## src/rtl/compute_ram_pkg.sv

```systemverilog
// ============================================================================
// Module      : compute_ram_pkg
// Description : Shared constants and types for the compute-RAM system.
//               BRAM geometry, compute pipeline latency and the sequencer
//               state encoding.
// Revision    : 1.0 - initial release
// ============================================================================
`default_nettype none

package compute_ram_pkg;

    localparam int BRAM_AWIDTH     = 9;
    localparam int BRAM_DWIDTH     = 40;
    localparam int COMPUTE_LATENCY = 2;
    // One BRAM read cycle ahead of the compute pipeline.
    localparam int SEQ_LATENCY     = COMPUTE_LATENCY + 1;

    typedef enum logic [1:0] {
        IDLE  = 2'd0,
        RUN   = 2'd1,
        DRAIN = 2'd2,
        HOST  = 2'd3
    } seq_state_t;

endpackage

`default_nettype wire

```

## src/rtl/valid_delay_line.sv

```systemverilog
// ============================================================================
// Module      : valid_delay_line
// Description : LATENCY-deep 1-bit shift register tracking in-flight reads.
//               Ports:
//                 clk          - clock
//                 clear_i      - synchronous clear of every stage
//                 valid_i      - a read is issued this cycle
//                 valid_o      - tail of the line (result valid this cycle)
//                 empty_o      - no read in flight at all
//                 head_empty_o - every stage except the tail is empty, so
//                                with no new input the line is empty next cycle
// Revision    : 1.0 - initial release
// ============================================================================
`default_nettype none

module valid_delay_line
    import compute_ram_pkg::*;
#(
    parameter int LATENCY = SEQ_LATENCY
) (
    input  logic clk,
    input  logic clear_i,
    input  logic valid_i,
    output logic valid_o,
    output logic empty_o,
    output logic head_empty_o
);

    // All stages except the tail (bit LATENCY-1).
    localparam logic [LATENCY-1:0] c_HEAD_MASK = {LATENCY{1'b1}} >> 1;

    logic [LATENCY-1:0] line_q;
    logic [LATENCY-1:0] line_d;

    always_comb begin
        line_d    = line_q;
        line_d[0] = valid_i;
        for (int i = 1; i < LATENCY; i++) begin
            line_d[i] = line_q[i-1];
        end
    end

    always_ff @(posedge clk) begin
        if (clear_i) begin
            line_q <= '0;
        end else begin
            line_q <= line_d;
        end
    end

    assign valid_o      = line_q[LATENCY-1];
    assign empty_o      = (line_q == '0);
    assign head_empty_o = ((line_q & c_HEAD_MASK) == '0);

endmodule

`default_nettype wire

```

## src/rtl/compute_ram_sequencer.sv

```systemverilog
// ============================================================================
// Module      : compute_ram_sequencer
// Description : Job sequencer and port arbiter for the compute-RAM system.
//               Streams cfg_count operand reads from port B, tracks them
//               through the fixed-latency compute unit and issues the result
//               writes on port A. Hands the ports to an external host once
//               in-flight writes have drained, then resumes the job.
//               Ports:
//                 clk, reset                  - clock, sync active-high reset
//                 start, cfg_*                - job request and its config
//                 busy, done                  - job status / completion pulse
//                 rd_en, rd_addr              - port-B read issue
//                 wr_en, wr_addr              - port-A result write
//                 ext_req, ext_gnt            - host port ownership handshake
// Revision    : 1.0 - initial release
// ============================================================================
`default_nettype none

module compute_ram_sequencer
    import compute_ram_pkg::*;
#(
    parameter int AWIDTH  = BRAM_AWIDTH,
    parameter int LATENCY = SEQ_LATENCY
) (
    input  logic              clk,
    input  logic              reset,
    input  logic              start,
    input  logic [AWIDTH-1:0] cfg_in_addr,
    input  logic [AWIDTH-1:0] cfg_out_addr,
    input  logic [AWIDTH:0]   cfg_count,
    output logic              busy,
    output logic              done,
    output logic              rd_en,
    output logic [AWIDTH-1:0] rd_addr,
    output logic              wr_en,
    output logic [AWIDTH-1:0] wr_addr,
    input  logic              ext_req,
    output logic              ext_gnt
);

    localparam logic [AWIDTH:0] c_CNT_ONE = {{AWIDTH{1'b0}}, 1'b1};

    seq_state_t        state_q,    state_d;
    logic [AWIDTH-1:0] in_base_q,  in_base_d;
    logic [AWIDTH-1:0] out_base_q, out_base_d;
    logic [AWIDTH:0]   count_q,    count_d;
    logic [AWIDTH:0]   issued_q,   issued_d;
    logic [AWIDTH:0]   written_q,  written_d;
    logic              job_q,      job_d;     // a job is active or suspended
    logic              resume_q,   resume_d;  // turnaround cycle after HOST

    logic w_rd_en;
    logic w_tail;
    logic w_empty;
    logic w_head_empty;
    logic w_complete;
    logic w_last_write;
    logic w_done;

    valid_delay_line #(
        .LATENCY (LATENCY)
    ) u_valid_line (
        .clk          (clk),
        .clear_i      (reset),
        .valid_i      (w_rd_en),
        .valid_o      (w_tail),
        .empty_o      (w_empty),
        .head_empty_o (w_head_empty)
    );

    assign w_rd_en      = (state_q == RUN) && !resume_q && (issued_q < count_q);
    assign w_complete   = (written_q == count_q) && w_empty;
    // The write at the tail this cycle is the final one of the job.
    assign w_last_write = w_tail && ((written_q + c_CNT_ONE) == count_q);

    always_comb begin
        state_d    = state_q;
        in_base_d  = in_base_q;
        out_base_d = out_base_q;
        count_d    = count_q;
        issued_d   = issued_q  + (w_rd_en ? c_CNT_ONE : '0);
        written_d  = written_q + (wr_en   ? c_CNT_ONE : '0);
        job_d      = job_q;
        resume_d   = 1'b0;
        w_done     = 1'b0;

        case (state_q)
            IDLE: begin
                // Host request wins; a coincident start is dropped.
                if (ext_req) begin
                    state_d = HOST;
                end else if (start) begin
                    in_base_d  = cfg_in_addr;
                    out_base_d = cfg_out_addr;
                    count_d    = cfg_count;
                    issued_d   = '0;
                    written_d  = '0;
                    job_d      = 1'b1;
                    state_d    = RUN;
                end
            end
            RUN: begin
                if (w_complete) begin
                    w_done  = 1'b1;
                    job_d   = 1'b0;
                    state_d = ext_req ? HOST : IDLE;
                end else if (ext_req) begin
                    state_d = DRAIN;
                end
            end
            DRAIN: begin
                if (w_complete) begin
                    w_done  = 1'b1;
                    job_d   = 1'b0;
                    state_d = ext_req ? HOST : IDLE;
                end else if (w_head_empty && !w_last_write) begin
                    // Line is empty after this cycle: grant right away. If the
                    // tail write finishes the job, stay one more cycle so the
                    // completion pulse is issued from here.
                    state_d = HOST;
                end
            end
            HOST: begin
                if (!ext_req) begin
                    if (job_q) begin
                        state_d  = RUN;
                        resume_d = 1'b1;
                    end else begin
                        state_d = IDLE;
                    end
                end
            end
            default: begin
                state_d = IDLE;
            end
        endcase
    end

    always_ff @(posedge clk) begin
        if (reset) begin
            state_q    <= IDLE;
            in_base_q  <= '0;
            out_base_q <= '0;
            count_q    <= '0;
            issued_q   <= '0;
            written_q  <= '0;
            job_q      <= 1'b0;
            resume_q   <= 1'b0;
        end else begin
            state_q    <= state_d;
            in_base_q  <= in_base_d;
            out_base_q <= out_base_d;
            count_q    <= count_d;
            issued_q   <= issued_d;
            written_q  <= written_d;
            job_q      <= job_d;
            resume_q   <= resume_d;
        end
    end

    // Address sums wrap modulo 2^AWIDTH by truncation.
    assign rd_en   = w_rd_en;
    assign rd_addr = in_base_q + issued_q[AWIDTH-1:0];
    assign wr_en   = w_tail && (state_q != HOST);
    assign wr_addr = out_base_q + written_q[AWIDTH-1:0];
    assign ext_gnt = (state_q == HOST);
    assign done    = w_done;
    assign busy    = (((state_q == RUN) || (state_q == DRAIN)) && !w_complete)
                   || ((state_q == HOST) && job_q);

endmodule

`default_nettype wire
```

## config.mk

```make
export PLATFORM = sky130hd
export DESIGN_NAME = compute_ram_sequencer
export DESIGN_NICKNAME = d
export VERILOG_FILES = /design/src/rtl/compute_ram_pkg.sv /design/src/rtl/valid_delay_line.sv /design/src/rtl/compute_ram_sequencer.sv
export SDC_FILE = /design/constraint.sdc
export NUM_CORES = 1
export LEC_CHECK = 0
export BUFFER_PORTS_ARGS = -buffer_cell sky130_fd_sc_hd__buf_4
export CAP_MARGIN = 40
export CORE_UTILIZATION = 40
export DETAILED_ROUTE_END_ITERATION = 10
export HOLD_SLACK_MARGIN = 0.02
export PLACE_DENSITY = 0.68
export SLEW_MARGIN = 20
export SYNTH_ARGS = -nofsm -noshare
export SYNTH_HDL_FRONTEND = slang
export SYNTH_SLANG_ARGS = --single-unit
export TNS_END_PERCENT = 100
```

## constraint.sdc

```tcl
create_clock -name clk -period 3 [get_ports clk]
set_input_delay 0.15 -clock clk [delete_from_list [all_inputs] [get_ports clk]]
set_output_delay 0.15 -clock clk [all_outputs]
set_load 0.02 [all_outputs]
```

# After elaboration in Yosys (flattened, before gate mapping)
# Cells that the tools add are included.
[word_totals]
regBits = 55
inputBits = 32
elab_cells = 77
[op_classes]
n_addsub = 5
magnitude_cmp = 1
n_eq_ne = 13
muxes = 25
bitwise = 2
n_reduce_logical = 22
[op_table]
columns = ["op", "n"]
rows = [
  ["10-bit two-way mux", 6],
  ["10-bit by 1-bit adder with 10-bit output", 2],
  ["10-bit equality test", 2],
  ["9-bit adder", 2],
  ["2-bit two-way mux", 8],
  ["10-bit by 1-bit adder with 10-bit output, second input constant", 1],
  ["10-bit < comparator", 1],
  ["1-bit two-way mux", 9],
  ["3-bit inequality test, second input constant", 3],
  ["1-bit logical AND", 8],
  ["2-bit inequality test, second input constant", 4],
  ["2-bit one-hot mux with 4 select lines", 1],
  ["4-bit AND reduction", 2],
  ["3-bit logical NOT", 2],
  ["2-bit equality test, second input constant", 2],
  ["1-bit logical NOT", 3],
  ["3-bit AND reduction", 1],
  ["3-bit OR reduction", 1],
  ["2-bit by 1-bit equality test with 1-bit output, second input constant", 1],
  ["2-bit logical NOT", 1],
  ["1-bit logical OR", 2],
  ["2-bit by 1-bit inequality test with 1-bit output, second input constant", 1],
  ["1-bit inverter", 2],
  ["1-bit one-hot mux with 2 select lines", 1],
  ["other kinds (2)", 2],
]

# Longest topological paths before layout
# Gate-level depths: netlist of the first run.
[depth]
ltp_word = 8
mapped_depth = 14

# Cells and area by module
# A second synthesis of the first run with hierarchy kept.
[hier_totals]
cells_unflattened = 419
area_unflattened_um2 = 3338.2
[modules_own_cells]
columns = ["mod", "instances", "cells_per_inst", "area_each_um2", "seq_area_each_um2"]
rows = [
  ["compute_ram_sequencer", 1, 411, 3243.1, 1041.0],
  ["valid_delay_line", 1, 8, 95.1, 60.1],
]

# Worst setup path before layout of the first run
# Ideal clock, no wire load.
[synth_timing]
path_kind = "register -> register"
startpoint = "register count_q[1]"
endpoint = "register issued_q[8]"
t_arrival_ps = 2553
setup_slack_ps = 377
stages_incl_launch_ff = 14
n_path_buf = 0
cell_sequence = "dfxtp_1 > inv_1 > ha_1 > a21oi_1 > o21ai_1 > nand3_1 > a21boi_1 > o2111a_1 > nor2_1 > ha_1 > ha_1 > nand3_1 > or3_1 > a21oi_1"
[synth_between]
elab_chain_cells = 7
[synth_rtl]
columns = ["item", "line_no", "rtl"]
rows = [
  ["start, declared", "compute_ram_sequencer.sv:46", "logic [AWIDTH:0] count_q, count_d;"],
  ["start signal, assigned", "compute_ram_sequencer.sv:153", "count_q <= count_d;"],
  ["10-bit < comparator (*)", "compute_ram_sequencer.sv:71", "assign w_rd_en = (state_q == RUN) && !resume_q && (issued_q < count_q);"],
  ["1-bit logical AND (*)", "compute_ram_sequencer.sv:71", ""],
  ["named net rd_en", "compute_ram_sequencer.sv:33", "output logic rd_en,"],
  ["1-bit two-way mux (*)", "compute_ram_sequencer.sv:81", "issued_d = issued_q + (w_rd_en ? c_CNT_ONE : '0);"],
  ["10-bit by 1-bit adder with 10-bit output (*)", "compute_ram_sequencer.sv:81", ""],
  ["10-bit two-way mux", "compute_ram_sequencer.sv:92", "end else if (start) begin"],
  ["10-bit two-way mux", "compute_ram_sequencer.sv:90", "if (ext_req) begin"],
  ["10-bit two-way mux (*)", "compute_ram_sequencer.sv:87", "case (state_q)"],
  ["end signal, assigned", "compute_ram_sequencer.sv:154", "issued_q <= issued_d;"],
  ["end, declared", "compute_ram_sequencer.sv:47", "logic [AWIDTH:0] issued_q, issued_d;"],
]
# The timed path passes the listed nets; every way through them passes the cells marked *.
# A chain may end at the register's enable or synchronous reset.

# Worst setup path in the final report of the first run
[layout_timing]
startpoint = "register written_q[0]"
endpoint = "output port wr_addr[8]"
[layout_between]
elab_chain_cells = 1
[layout_rtl]
columns = ["item", "line_no", "rtl"]
rows = [
  ["start, declared", "compute_ram_sequencer.sv:48", "logic [AWIDTH:0] written_q, written_d;"],
  ["start signal, assigned", "compute_ram_sequencer.sv:155", "written_q <= written_d;"],
  ["9-bit adder", "compute_ram_sequencer.sv:165", "assign wr_addr = out_base_q + written_q[AWIDTH-1:0];"],
  ["end, declared", "compute_ram_sequencer.sv:36", "output logic [AWIDTH-1:0] wr_addr,"],
]
# No other way between the ends.

==> results of run 1 <==
==> placed cells by master (no fill, tap or decap), types with 3 or more instances in the layout <==
cell type,netlist,final
o21bai_1,4,4
o21ai_0,8,8
a21o_1,5,5
and2_1,6,6
clkbuf_8,0,5
nor2b_1,3,3
nand2b_1,4,4
nand4_1,5,5
ha_1,34,34
nor2_1,25,24
a21oi_1,50,50
buf_4,0,57
nor3_1,6,6
or3_1,3,3
nand3_1,11,11
nand2_1,75,75
xnor2_1,28,28
o21ai_1,7,7
and3_1,3,3
inv_1,27,27
xor2_1,16,16
dfxtp_1,55,55
==> power breakdown <==
part / internal (µW) / switching (µW)
sequential: 800 / 58.8
combinational: 324 / 445
clock: 163 / 263
==> cell families after synthesis <==
group | share of synthesized area (%)
xor+xnor | 11.6
fa+ha+maj | 14.0
flops | 33.1
buf+inv | 5.23
simple gates | 20.4
mux | 0.752
compound gates | 14.9
==> sequential cells by signal, summed over array words and instances (netlist names), 2 cells and up <==
register             cells
out_base_q               9
issued_q                10
state_q                  2
written_q               10
count_q                 10
in_base_q                9
u_valid_line.line_q      3
==> metal layers <==
metal	up-vias	global-route usage, %	wire (µm)
met5	-	0	0
met4	0	4.62	78
met3	5	3.33	383
met2	57	31.6	3450
met1	1294	25.4	3780
li1	1476	-	-
==> Yosys cell counts, types with 2 or more instances <==
cell type	count
nor2b_1	3
a21oi_1	50
nand2b_1	4
ha_1	34
o21ai_0	8
or3_1	3
o21ai_1	7
fa_1	2
a31oi_1	2
and3_1	3
nor3_1	6
and2_1	6
xor2_1	16
nand4_1	5
buf_6	2
inv_1	27
nor4_1	2
nand2_1	75
nor2_1	25
nand3_1	11
clkbuf_1	11
a21o_1	5
o21bai_1	4
xnor2_1	28
dfxtp_1	55
==> cell type report <==
class	instances	share of cell area, %
multi-input combinational	316	52.6
clock buffer	5	1.76
clock inverter	3	0.513
sequential	55	28.2
timing repair buffer	57	11.0
inverter	27	2.60
tap	102	3.27
==> metrics by stage <==
step           instance area (µm²)  total power (µW)  hold slack [ns]  utilization, %  worst slack (ns)
3_3_place_gp                  3810              1640            0.389            48.3             0.534
3_5_place_dp                  3810              1650            0.389            48.3             0.408
5_1_grt                       3900              2190           0.0551            49.4            0.0108
6_report                      3900              2050           0.0565            49.4             0.169
2_1_floorplan                 3330              1400            0.229               -             0.377
4_1_cts                       3900              2070           0.0513            49.4             0.169
==> worst max-delay path, cell delays in order, from the launching register on <==
cell,delay [ns]
dfxtp_1,0.56
ha_1,0.24
inv_1,0.05
fa_1,0.40
inv_1,0.07
a21oi_1,0.06
o21bai_1,0.22
a21o_1,0.16
a21oi_1,0.09
o21ai_1,0.19
xnor2_1,0.15
buf_4,0.17
==> worst paths after layout <==
check / to / slack [ns] / depth (start not counted)
worst max-delay path: wr_addr[8] / 0.17 / 11
worst min-delay path: resume_q$_SDFF_PP0_ / 0.06 / 2
worst max register to register: issued_q[8]$_SDFF_PP0_ / 0.37 / 10
worst min register to register: in_base_q[0]$_SDFFE_PP0P_ / 0.47 / 2
==> flow_summary.json, run 1 <==
{
  "min_period_over_period_pct": 94.4,
  "die-area_um2": 8680,
  "synth_top_area_share_pct": 33.1,
  "placed_cells": 557,
  "area_growth_pct": 17.3,
  "path_class": "flip-flop to output pin",
  "coreArea_um2": 7890,
  "grt_overflow": 0,
  "setup_violations": 0,
  "placementRows": 32,
  "relSlewSlack_pct": 59.6,
  "clk_latency_ns": 0.32,
  "fin_skew_ns": 0.00652,
  "ant_nets": 0,
  "synth_cell_type_count": 44,
  "synth_top_cell_by_area": "dfxtp_1",
  "tightest_slew_ns": 0.606,
  "maxSlewViolCount": 0,
  "hold_viol_final": 0,
  "first_iter_violations": 126,
  "synthesis.area_um2": 3330,
  "htreeDepth": 2,
  "num-fill-cells": 792,
  "vias": 2832,
  "p_per_area_nw_per_um2": 527,
  "crit_fanout": 8,
  "multiInputGateArea_um2": 2050,
  "final_cells": 565,
  "n_antenna_cell": 0,
  "cts.path.max_buffers": 2,
  "crit_arrival_ns": 2.68,
  "cts_inserted_buffers": 5,
  "drt_first_pass_iters": 4,
  "yosys_warnings": 0,
  "timing.rr.start": "count_q[9]$_SDFFE_PP0P_",
  "antenna_found_initial": 0,
  "drive_gt1_share_pct": 15.3,
  "synth_flop_cell": "dfxtp_1",
  "synth_nets": 481,
  "ir_worst_vdd_v": 0.000234,
  "hp-start": "ext_req",
  "ff_latch_area_um2": 1100,
  "rsz0062_at_grt": "false",
  "hpwl_mm": 5.72,
  "cts_tree": "yes",
  "gp_congestion": 0.852,
  "cts_sinks": 55,
  "period_minus_slack_ns": 2.83,
  "synth_area_leaders": "dfxtp_1 (33%), ha_1 (13%), nand2_1 (8.5%)",
  "syn_inst": 413,
  "cap_violations": 0,
  "fin_nets": 530,
  "cts_resized": 0,
  "hp-class": "primary input to flip-flop",
  "wl_per_cell_um": 13.6,
  "drc": 0,
  "die_width_um": 93.2,
  "worstPathRequired_ns": 2.85,
  "grt_max_degree": 40,
  "max_freq_ghz": 0.353,
  "io_buffers": 54,
  "routed_wl_mm": 7.70,
  "status": "complete, no violations",
  "clk_pin_slew_worst_paths_ns": 0.11,
  "leakage_uw": 0.00167,
  "async_flop_share_pct": 0,
  "ctsHoldBuffers": 0,
  "tns_ns": 0,
  "die_h_um": 93.2,
  "seq_area_frac_synth_pct": 33.1,
  "initial_core_util_pct": 42.2,
  "track_usage_pct": 19.0,
  "vias_per_cell": 5.01,
  "critPathCaptureType": "output pin",
  "worst_setup_path_start_kind": "flip-flop",
  "synth_edf_count": 0,
  "syn_avg_cell_area_um2": 8.05,
  "ys_ff_latch": 55,
  "grt_pass1_vias": 2724,
  "crit_start": "written_q[0]$_SDFF_PP0_",
  "io_pins": 55,
  "grt_pass1_wl_mm": 13.0,
  "post_cts.repair.setup_buffers": 0,
  "clockRootBuffer": "clkbuf_8"
}
Power figures use the tool's default switching activity.
==> run 2: changes to the inputs <==
CORE_UTILIZATION = 51   (was 40)
PLACE_DENSITY = 0.84   (was 0.68)
clock period = 2.6 ns   (was 3 ns; I/O delays follow)
==> flow_summary.json, run 2 (synthesis results as in run 1) <==
{
  "die_h_um": 82.8,
  "fin_nets": 539,
  "worst_setup_path_start_kind": "flip-flop",
  "timing.rr.start": "count_q[1]$_SDFFE_PP0P_",
  "routed_wl_mm": 7.53,
  "drt_first_pass_iters": 4,
  "cp_common_cell": "inv_1",
  "path_buf_inv": 3,
  "placed_cells": 539,
  "path_class": "flip-flop to output pin",
  "final_cells": 549,
  "track_usage_pct": 23.4,
  "hp-start": "ext_req",
  "final_cell_mix": "nand2_1 (75), buf_4 (66), a21oi_1 (48), dfxtp_1 (47), ha_1 (32)",
  "grt_overflow": 0,
  "area_growth_pct": 20.0,
  "die_width_um": 82.8,
  "setup_ws_ns": 0.162,
  "die-area_um2": 6850,
  "grt_pass1_vias": 2713,
  "hpwl_mm": 5.73,
  "cts_sinks": 55,
  "wl_met2_mm": 3.59,
  "antenna_found_initial": 0,
  "worst-r2r-setup-slack_ns": 0.19,
  "cts_inserted_buffers": 5,
  "min_period_over_period_pct": 93.8,
  "grt_pass1_wl_mm": 12.3,
  "crit_fanout": 2,
  "largestRegisters": "count_q x10, issued_q x10, written_q x10",
  "cpLargestDelayFamily": "compound AO/OA/AOI/OAI gates",
  "crit_slowest_cell": "fa_1",
  "wl_per_cell_um": 13.7,
  "critPathCaptureType": "output pin",
  "crit_arrival_ns": 2.31,
  "path_cells": "ha_1, inv_1, fa_1, inv_1, a21oi_1, o21bai_2, a21o_1, a21oi_2, o21ai_1, xnor2_1, buf_4",
  "grt_max_degree": 40,
  "relSlewSlack_pct": 57.6,
  "fin_skew_ns": 0.00694,
  "htreeDepth": 2,
  "placementRows": 29,
  "r2r-end": "issued_q[8]$_SDFF_PP0_",
  "status": "complete, no violations",
  "multiInputGateArea_um2": 2100,
  "clk_latency_ns": 0.32,
  "final_common_cell": "nand2_1",
  "gp_congestion": 0.901,
  "ant_nets": 0,
  "ff_latch_area_um2": 1110,
  "worstPathRequired_ns": 2.47,
  "slowest_delay_ns": 0.40,
  "crit_start": "out_base_q[0]$_SDFFE_PP0P_",
  "ir_worst_vdd_v": 0.000528,
  "io_pins": 55,
  "cts_tree": "yes",
  "reg2reg_depth": 13,
  "max_freq_ghz": 0.410,
  "leakage_uw": 0.00173,
  "p_per_area_nw_per_um2": 597,
  "ctsHoldBuffers": 0,
  "wl_met3_um": 345,
  "dp_slack_ns": 0.0732,
  "m1WireLength_mm": 3.49,
  "first_iter_violations": 134,
  "hold_end": "resume_q$_SDFF_PP0_",
  "cap_violations": 0,
  "hold_viol_final": 0,
  "tightest_slew_ns": 0.636,
  "vias": 2943,
  "whs_path_depth": 2,
  "clk_pin_slew_worst_paths_ns": 0.10,
  "top_layer_used": "met4",
  "coreArea_um2": 6310,
  "cts.path.max_buffers": 2,
  "clockRootBuffer": "clkbuf_8",
  "num-fill-cells": 570,
  "initial_core_util_pct": 52.7,
  "drc": 0,
  "vias_per_cell": 5.36,
  "maxSlewViolCount": 0,
  "drive_gt1_share_pct": 20.8,
  "io_buffers": 54,
  "period_minus_slack_ns": 2.44,
  "setup_violations": 0,
  "hp-class": "primary input to flip-flop",
  "n_antenna_cell": 0
}
==> run 2: cell types whose count changed in the layout (fill, tap and decap cells not counted), moves of 2 or more <==
cell	change
dfxtp_2	+8
dfxtp_1	-8
buf_4	+9
nor2_2	+2
a21oi_2	+2
a21oi_1	-2
nor2_1	-2
ha_1	-2
==> run 2: layout make-up <==
type                            count  share of cell area, %
Inverter                           27                   2.54
Clock buffer                        5                   1.72
Multi-Input combinational cell    316                   52.6
Tap cell                           77                   2.41
Sequential cell                    55                   27.8
Clock inverter                      3                  0.502
Timing Repair Buffer               66                   12.4
==> run 2: routing by layer <==
metal,vias up,track usage (%)
met2,57,38.8
met4,0,7.24
met5,-,0
met1,1381,30.9
met3,10,3.74
li1,1495,-
==> run 2: worst register-to-register path: cells and delay by family, from the launching register on <==
kind	cells	cell delay, ns
buf+inv	1	0.05
compound gates	5	0.65
simple gates	4	0.62
fa+ha+maj	3	0.64
flops	1	0.38
==> run 2: what timing repair did <==
item                                    4_1_cts  5_1_grt
endpoints found under the setup margin        0        8
buffers inserted                              0        2
gates resized for setup                       0       19
==> run 2: stage by stage <==
step | util (%) | hold WS, ns | power (µW) | area, µm² | setup TNS [ns]
final | 63.2 | 0.0308 | 2380 | 3990 | 0
after global routing | 63.2 | 0.0444 | 2540 | 3990 | -0.0124
after CTS | 62.1 | 0.0285 | 2370 | 3920 | 0
after detailed placement | 60.7 | 0.363 | 1910 | 3830 | 0
after global placement | 60.7 | 0.365 | 1880 | 3830 | 0
after floorplan | - | 0.209 | 1620 | 3330 | 0
==> run 2: worst max-delay path by stage <==
stage | endpoint | depth (start not counted)
6_report | wr_addr[8] | 11
4_1_cts | wr_addr[8] | 11
3_5_place_dp | issued_q[8]$_SDFF_PP0_ | 13
3_3_place_gp | issued_q[8]$_SDFF_PP0_ | 13
2_1_floorplan | issued_q[8]$_SDFF_PP0_ | 13
5_1_grt | wr_addr[8] | 11
==> run 2: power by group <==
| group | total [µW] | switching, µW | internal [µW] | leakage, µW |
|---|---|---|---|---|
| Sequential | 993 | 67.3 | 926 | 0.000450 |
| Clock | 479 | 290 | 188 | 0.0000402 |
| Combinational | 911 | 522 | 389 | 0.00124 |
| Total | 2380 | 880 | 1500 | 0.00173 |
==> run 3: changes to the inputs <==
CORE_UTILIZATION = 53   (was 51)
CTS_BUF_LIST = sky130_fd_sc_hd__clkbuf_2 sky130_fd_sc_hd__clkbuf_4 sky130_fd_sc_hd__clkbuf_8   (was unset)
PLACE_DENSITY = 0.87   (was 0.84)
SKIP_CTS_REPAIR_TIMING = 1   (was unset)
==> flow_summary.json, run 3 (synthesis results as in run 1) <==
{
  "p_sw_uw": 864,
  "final_cell_mix": "nand2_1 (75), buf_4 (66), a21oi_1 (49), dfxtp_1 (48), ha_1 (31)",
  "coreArea_um2": 5990,
  "total_power_uw": 2490,
  "wl_per_cell_um": 14.0,
  "pwr-share-clk_pct": 23.4,
  "final_cell_area_um2": 4020,
  "clk_latency_ns": 0.30,
  "drc": 0,
  "final_common_cell": "nand2_1",
  "io_buffers": 54,
  "grt_overflow": 0,
  "worstPathRequired_ns": 2.47,
  "fin_skew_ns": 0.00487,
  "maxSlewViolCount": 0,
  "placed_area_um2": 3820,
  "ff_latch_area_um2": 1110,
  "cts_sinks": 55,
  "crit_fanout": 3,
  "slowest_delay_ns": 0.35,
  "largestRegisters": "count_q x10, issued_q x10, written_q x10",
  "die_width_um": 81.2,
  "grt_pass1_wl_mm": 12.9,
  "hpwl_mm": 5.83,
  "hold_viol_final": 0,
  "routed_wl_mm": 7.68,
  "antenna_found_initial": 0,
  "clk_pin_slew_worst_paths_ns": 0.09,
  "cts_inserted_buffers": 5,
  "max_freq_ghz": 0.408,
  "num-fill-cells": 484,
  "hp-class": "primary input to flip-flop",
  "crit_arrival_ns": 2.32,
  "multiInputGateArea_um2": 2090,
  "clockRootBuffer": "clkbuf_8",
  "vias": 2945,
  "grt_max_degree": 40,
  "worst_setup_path_start_kind": "flip-flop",
  "combPwrFrac_pct": 36.7,
  "cpLargestDelayFamily": "compound AO/OA/AOI/OAI gates",
  "fin_nets": 539,
  "status": "complete, no violations",
  "crit_slowest_cell": "dfxtp_2",
  "io_pins": 55,
  "htreeDepth": 2,
  "die_h_um": 81.2,
  "period_minus_slack_ns": 2.45,
  "first_iter_violations": 198,
  "track_usage_pct": 25.1,
  "ir_worst_vdd_v": 0.000340,
  "gp_congestion": 0.943,
  "tightest_slew_ns": 0.674,
  "cap_violations": 0,
  "area_growth_pct": 20.7,
  "path_buf_inv": 3,
  "sequentialPowerShare_pct": 39.9,
  "p_int_uw": 1620,
  "leakage_uw": 0.00174,
  "relSlewSlack_pct": 55.1,
  "vias_per_cell": 5.38,
  "die-area_um2": 6600,
  "initial_core_util_pct": 55.5,
  "min_period_over_period_pct": 94.3,
  "cts_tree": "yes",
  "swShare_pct": 34.7,
  "cts.path.max_buffers": 2,
  "grt_pass1_vias": 2884,
  "path_class": "flip-flop to output pin",
  "placementRows": 28,
  "n_antenna_cell": 0,
  "drive_gt1_share_pct": 20.6,
  "drt_first_pass_iters": 4,
  "critPathCaptureType": "output pin",
  "p_per_area_nw_per_um2": 619,
  "ant_nets": 0,
  "setup_violations": 0,
  "path_cells": "ha_1, inv_1, fa_2, inv_1, a21oi_1, o21bai_2, a21o_1, a21oi_1, o21ai_1, xnor2_1, buf_4"
}
-- run 3: cell count changes in the layout (fill, tap and decap cells not counted), sizes merged --
cell | before | now
clkinvlp | 2 | 0
bufinv | 0 | 1
clkbuf | 5 | 6
-- run 3: power by group through the flow --
stage                     logic [µW]  clock network [µW]  registers (µW)
after floorplan                  626                   0             991
after global placement           872                   0            1000
after detailed placement         901                   0            1010
after CTS                        904                 594             989
after global routing            1010                 624            1000
final                            912                 582             993
-- run 3: worst register-to-register path: stages, from the launching register on --
cell and delay [ns]:
dfxtp_4 0.38, inv_1 0.04, ha_1 0.31, a21oi_2 0.13, o21ai_1 0.07, nand3_1 0.08, a21boi_1 0.07, o2111a_1 0.26
nor2_2 0.11, ha_2 0.22, ha_4 0.14, nand3_2 0.10, or3_1 0.32, a21oi_1 0.15
-- run 3: area by class of cell --
| cell class | count | share of cell area [%] |
|---|---|---|
| Sequential cell | 55 | 27.7 |
| Inverter | 27 | 2.52 |
| Tap cell | 75 | 2.34 |
| Clock inverter | 2 | 0.873 |
| Multi-Input combinational cell | 316 | 52.2 |
| Timing Repair Buffer | 66 | 12.3 |
| Clock buffer | 6 | 2.06 |
-- run 3: stage by stage --
step | utilization, % | hold WS [ns] | TNS [ns] | setup WS (ns) | std cells
2_1_floorplan | - | 0.209 | 0 | 0.0876 | 413
3_3_place_gp | 63.8 | 0.366 | 0 | 0.154 | 536
3_5_place_dp | 63.8 | 0.364 | 0 | 0.0235 | 536
4_1_cts | 65.8 | 0.0407 | -0.00158 | -0.00158 | 544
5_1_grt | 67.0 | 0.0480 | -0.0713 | -0.0377 | 547
6_report | 67.0 | 0.0462 | 0 | 0.149 | 547
-- run 3: layer usage --
metal	vias up	GRT usage [%]	share of wire, %
met1	1339	31.8	44
met4	0	7.86	2.2
met2	93	43.4	49
met5	-	0	0
li1	1497	-	-
met3	16	4.04	5.4
-- run 3: worst paths after layout --
kind	startpoint	end	slack [ns]	cells after the start
setup reg to reg	count_q[1]$_SDFFE_PP0P_	issued_q[8]$_SDFF_PP0_	0.15	13
setup / recovery	issued_q[0]$_SDFF_PP0_	rd_addr[8]	0.15	11
hold reg to reg	in_base_q[5]$_SDFFE_PP0P_	in_base_q[5]$_SDFFE_PP0P_	0.47	2
hold / removal	ext_req	resume_q$_SDFF_PP0_	0.05	2
